**src/rtl/serial_frame_tx.sv**
```systemverilog
// serial_frame_tx: shifts out start bit, 2-bit port and DATA_BITS data word MSB-first, then a stop bit,
// advancing one bit per clkEn tick.
module serial_frame_tx #(
    parameter int DATA_BITS = 8
) (
    input  logic                 clk,
    input  logic                 rst,
    input  logic                 clkEn,
    input  logic                 start,
    input  logic [1:0]           port,
    input  logic [DATA_BITS-1:0] data,
    output logic                 serOut,
    output logic                 busy,
    output logic                 done
);
    localparam int CW = $clog2(DATA_BITS) + 1;
    localparam int SW = DATA_BITS + 2;
    typedef enum logic [2:0] {IDLE, START, PORT, DATA, STOP} state_t;
    state_t        state_q, state_d;
    logic [CW-1:0] cnt_q, cnt_d;
    logic [SW-1:0] sh_q, sh_d;
    logic          ser_q, ser_d, busy_q, busy_d, done_q, done_d;
    always_comb begin
        state_d = state_q;
        cnt_d   = cnt_q;
        sh_d    = sh_q;
        done_d  = 1'b0;
        if (clkEn) begin
            case (state_q)
                IDLE: if (start) begin
                    state_d = START;
                    sh_d    = {port, data};
                end
                START: begin
                    state_d = PORT;
                    cnt_d   = '0;
                end
                PORT: begin
                    sh_d  = sh_q << 1;
                    cnt_d = cnt_q + 1'b1;
                    if (cnt_q == CW'(1)) begin
                        state_d = DATA;
                        cnt_d   = '0;
                    end
                end
                DATA: begin
                    sh_d  = sh_q << 1;
                    cnt_d = cnt_q + 1'b1;
                    if (cnt_q == CW'(DATA_BITS - 1)) state_d = STOP;
                end
                STOP: begin
                    state_d = IDLE;
                    done_d  = 1'b1;
                end
                default: state_d = IDLE;
            endcase
        end
        // outputs are precomputed from next state so they leave flops directly
        busy_d = state_d != IDLE;
        ser_d  = (state_d == START) ? 1'b0 :
                 (state_d == PORT || state_d == DATA) ? sh_d[SW-1] : 1'b1;
    end
    always_ff @(posedge clk or posedge rst) begin
        if (rst) begin
            state_q <= IDLE;
            cnt_q   <= '0;
            sh_q    <= '0;
            ser_q   <= 1'b1;
            busy_q  <= 1'b0;
            done_q  <= 1'b0;
        end else begin
            state_q <= state_d;
            cnt_q   <= cnt_d;
            sh_q    <= sh_d;
            ser_q   <= ser_d;
            busy_q  <= busy_d;
            done_q  <= done_d;
        end
    end
    assign serOut = ser_q;
    assign busy   = busy_q;
    assign done   = done_q;
endmodule

```
**config.mk**
```make
export PLATFORM = sky130hd
export DESIGN_NAME = serial_frame_tx
export DESIGN_NICKNAME = d
export VERILOG_FILES = /design/src/rtl/serial_frame_tx.sv
export SDC_FILE = /design/constraint.sdc
export NUM_CORES = 1
export LEC_CHECK = 0
export CAP_MARGIN = 10
export CORE_AREA = 2 2 40 69
export CTS_BUF_LIST = sky130_fd_sc_hd__clkbuf_4 sky130_fd_sc_hd__clkbuf_8
export CTS_CLUSTER_DIAMETER = 50
export DETAILED_ROUTE_END_ITERATION = 10
export DIE_AREA = 0 0 42 71
export HOLD_SLACK_MARGIN = 0.12
export PLACE_DENSITY = 0.63
export SLEW_MARGIN = 0
export SYNTH_ARGS = -nofsm -noshare
export SYNTH_HDL_FRONTEND = slang
export SYNTH_SLANG_ARGS = --single-unit
```
**constraint.sdc**
```tcl
create_clock -name clk -period 2.5 [get_ports clk]
set_clock_uncertainty 0.1 [all_clocks]
set_input_delay 0.25 -clock clk [delete_from_list [all_inputs] [get_ports clk]]
set_output_delay 0.25 -clock clk [all_outputs]
set_load 0.02 [all_outputs]
```
## Yosys cells after proc, flatten, opt, wreduce, memory -nomap -nowiden

Index checks and enable logic that the tools add are counted.

- $add $sub $neg: 1
- Multiply operators: 0
- Divide/modulo/power cells: 0
- Order comparisons: 0
- Equality and inequality tests: 10
- Shift operators: 0
- Muxes and demuxes: 14
- Bitwise gates (word level): 0
- Reductions and logical operators: 8

Operators by type and width:

| kind | number |
|---|---|
| two-way mux 10 bit | 2 |
| case mux 10 bit (2 select lines) | 1 |
| equality test 3 x 2 -> 1 bit, second input constant | 4 |
| two-way mux 3 bit | 4 |
| case mux 3 bit (4 select lines) | 1 |
| case mux 4 bit (3 select lines) | 1 |
| equality test 3 x 1 -> 1 bit, second input constant | 2 |
| nonzero test 3 bit | 2 |
| adder 4 x 1 -> 4 bit, second input constant | 1 |
| equality test 4 x 1 -> 1 bit, second input constant | 1 |
| equality test 4 x 3 -> 1 bit, second input constant | 1 |
| two-way mux 1 bit | 4 |
| two-way mux 4 bit | 1 |
| equality test 3 bit, second input constant | 1 |
| zero test 3 bit | 1 |
| AND reduction 3 bit | 1 |
| != test 2 bit, second input constant | 1 |
| AND reduction 2 bit | 1 |
| nonzero test 2 bit | 1 |
| OR reduction 2 bit | 1 |
| logical OR 1 bit | 1 |

- Register bits: 20
- Latch bits: 0
- RAM bits: 0
- Bits in read-only memories: 0
- Input port bits: 14
- Output and inout bits: 3
- Word-level logic and storage cells: 40
- Memories: 0

## Longest topological paths before layout

- Depth after elaboration: 8
- Depth in mapped cells: 6
- Gate-level depth less buffers: 6

## Worst setup path after synthesis

OpenSTA, ideal clock, no wires.

- Kind: register to register
- Start: register state_q[2]
- End: register cnt_q[1]
- Setup time: 0.080 ns
- Arrival time: 1.297 ns
- Data required time: 2.320 ns
- Path slack: 1.024 ns
- Stages on the path, launching flop included: 7
- Path buffers: 2
- Clock period less this slack: 1.476 ns
- Cells stage by stage: dfrtp_1 -> buf_2 -> nor2b_4 -> buf_6 -> o31ai_2 -> or3b_4 -> o22ai_2

- Cells in the longest elaborated chain, start to end: 3
- Elaborated cells between the ends (all ways): 6
- Those cells by class: eq/ne (3); mux (1); reduce/logical (2)

RTL lines:

| what | RTL line | source |
|---|---|---|
| from (decl) | 19 | `state_t state_q, state_d;` |
| from (signal assigned) | 72 | `state_q <= state_d;` |
| equality test 3 x 2 -> 1 bit / equality test 3 x 1 -> 1 bit (equally long branches) | 29 | `case (state_q)` |
| nonzero test 3 bit (no line) | n/a |  |
| AND reduction 2 bit (no line) | n/a |  |
| to (signal assigned) | 73 | `cnt_q <= cnt_d;` |
| to (decl) | 20 | `logic [CW-1:0] cnt_q, cnt_d;` |

Several ways; a longest one is shown, not always the timed one.
A chain may end at the register's enable or synchronous reset.

## Final worst setup path

- Start: register state_q[0]
- End: register state_q[0]

- Cells in the longest elaborated chain, start to end: 3
- Elaborated cells between the ends (all ways): 9
- Those cells by class: eq/ne (3); mux (5); reduce/logical (1)

RTL lines:

| what | RTL line | source |
|---|---|---|
| equality test 3 x 2 -> 1 bit (tied with other cells) | 29 |  |
| case mux 3 bit (4 select lines) | 29 |  |
| two-way mux 3 bit * | 28 | `if (clkEn) begin` |
| via state_d[0] | 19 |  |

The timed path passes the listed nets; every way through them passes the cells marked *.

==> results_dict.tcl <==
set metrics [dict create \
    clock_sinks 20 \
    pwr_density_cell_nw_per_um2 761.1 \
    synth_edf_count 0 \
    fillers 221 \
    r2r_cells 4 \
    cts.repair.resized 0 \
    synth_area_um2 1031 \
    cp.required_ps 2550 \
    ant_nets 0 \
    yosys.area.top_type_share_pct 46.12 \
    dpl.cell_count 140 \
    fmax_mhz 573.9 \
    antenna_found_initial 0 \
    r2r-start "state_q[0]" \
    htree_num_levels 1 \
    cts-root-buf "clkbuf_8" \
    die_area_um2 2982 \
    cts_made_buffers 3 \
    yosys_warnings 0 \
    port_buffers 16 \
    postLayoutCoreUtil_pct 50.62 \
    startpoint_type "flip-flop" \
    vias_per_cell 5.403 \
    r2r_slack_ps 760 \
    hold_slack_ps 330.0 \
    arrival_ps 1790 \
    end_kind "flip-flop" \
    setup_viol_count_final 0 \
    drc 0 \
    synth_area_leaders "dfrtp_1, a22oi_1, o21ai_0" \
    peakVddDrop_mv 0.5619 \
    yosysMostFrequentCell "dfrtp_1" \
    total_power_mw 0.9370 \
    synth_fp_nets 120 \
    drt_iter0_drc 20 \
    cp_max_fo 10 \
    worstReg2RegEnd "state_q[0]" \
    async_flop_share_pct 100.0 \
    final_cell_count_no_fill 144 \
    cts_tree "yes" \
    vias 778 \
    n_antenna_cell 0 \
    yosysTopAreaCell "dfrtp_1" \
    cpPeakStageDelay_ps 500 \
    gp_congestion 0.8811 \
    synth-main-ff-cell "dfrtp_1" \
    worstSkewPairLatency_ps 250 \
    worst_slew_pin_slew_ps 769.0 \
    final_nets 135 \
    dp_hpwl_mm 1.570 \
    grt_pass1_vias 787 \
    grt_max_degree 21 \
    grt_pass1_wl_mm 3.601 \
    slew_viol_final 0 \
    finalCriticalPeriod_ps 1743 \
    syn_to_final_growth_pct 19.42 \
    setup-tns-final_ps 0 \
    path_buf_inv 0 \
    clockBufferDepth 2 \
    post_cts_buffers 0 \
    drt-total-wl_mm 2.137 \
    avgRoutedWirePerCell_um 14.84 \
    hold_violations 0 \
    relSlewSlack_pct 48.68 \
    synthTopCellsByCount "dfrtp_1, nand2_1, o21ai_0" \
    critical_path_class "flip-flop to flip-flop" \
    cp_cell_sequence "nor3_1 > and2_1 > a211oi_1 > o21ai_0" \
    drive_gt1_share_pct 10.17 \
    grt_setup_unrepaired "no" \
    pin_count 17 \
    path_clk_slew_ps 70 \
    drt-pass1-iter-count 4 \
    cp_slowest_cell "dfrtp_1" \
    cpLargestDelayFamily "simple AND/OR/NAND/NOR gates" \
    start_util_pct 42.39 \
    outcome "complete, no violations" \
    synth-seq-area-share_pct 48.67 \
    p_leak_nw 0.5132 \
    die_x_um 42 \
    syn_inst 104 \
    syn_avg_cell_area_um2 9.913 \
    maxCapViolations 0 \
    ys_ff_latch 20 \
    overflow 0 \
    postCtsHoldBufs 0 \
    fp.dieH_um 71 \
    rows 24 \
    core_um2 2432 \
    ys_types 36 \
    fin_crit_sh_pct 69.70 \
    grt_usage_pct 15.57 \
    hold_class "input port to asynchronous set/reset pin" \
]
==> report_power, final <==
part	internal (mW)	switching, mW	total (mW)
Clock	0.124	0.100	0.224
Combinational	0.127	0.120	0.246
Sequential	0.386	0.0798	0.466
Total	0.637	0.300	0.937
==> flip-flops by register name, indices dropped and copies added (netlist names) <==
name	flops
sh_q	10
cnt_q	4
state_q	3
busy	1
done	1
serOut	1
==> cell type report <==
cell class / count / area [um2] / share of cell area, %
Inverter: 3 / 11.26 / 0.9146
Tap cell: 26 / 32.53 / 2.642
Clock buffer: 4 / 48.80 / 3.963
Sequential cell: 20 / 501.7 / 40.75
Multi-Input combinational cell: 74 / 469.2 / 38.11
Timing Repair Buffer: 17 / 167.7 / 13.62
==> routing by layer <==
metal	GRT usage [%]	up-vias	wire, um
met2	27.26	14	1064
met4	6.452	0	44
met3	3.571	4	88
li1	-	399	-
met5	0	-	0
met1	17.85	361	940
==> through the flow <==
step	worst slack (ps)	instance area (um2)
floorplan	1024	1031
global route	668.2	1231
detailed placement	596.7	1182
global placement	668.3	1182
CTS	755.8	1231
finish	757.5	1231
==> logic make-up after synthesis <==
family,count (synthesis),synth area share (%)
DFF,20,48.67
adders and majority gates,2,2.427
and+or+nand+nor,35,18.33
buffers and inverters,10,5.825
AOI/OAI and AO/OA,36,23.79
muxes,1,0.9709
==> layout by cell type (no fill, tap or decap), drive strengths merged, types with 2 or more instances in the layout <==
cell and count:
a21oi 4, a22oi 9, and2 2, and3 2, clkbuf 4, clkdlybuf4s50 16, dfrtp 19, ha 2
inv 3, nand2 13, nand2b 3, nor2 3, nor2b 5, nor3 2, o21ai 14
==> how the worst max path moves through the flow <==
stage / startpoint / endpoint / slack (ps) / cells after the start
4_1_cts: state_q[1] / cnt_q[1] / 760 / 4
5_1_grt: state_q[1] / cnt_q[0] / 670 / 4
6_report: state_q[0] / state_q[0] / 760 / 4
2_1_floorplan: state_q[2] / cnt_q[1] / 1020 / 6
3_3_place_gp: clkEn / sh_q[0] / 670 / 5
3_5_place_dp: clkEn / serOut / 600 / 6
==> worst reg2reg max path, cell delays in order, from the launching register on <==
cell,delay [ps]
dfrtp_1,500
nor3_1,330
and2_1,390
a211oi_1,100
o21ai_0,240
(Power assumes the default switching activity.)
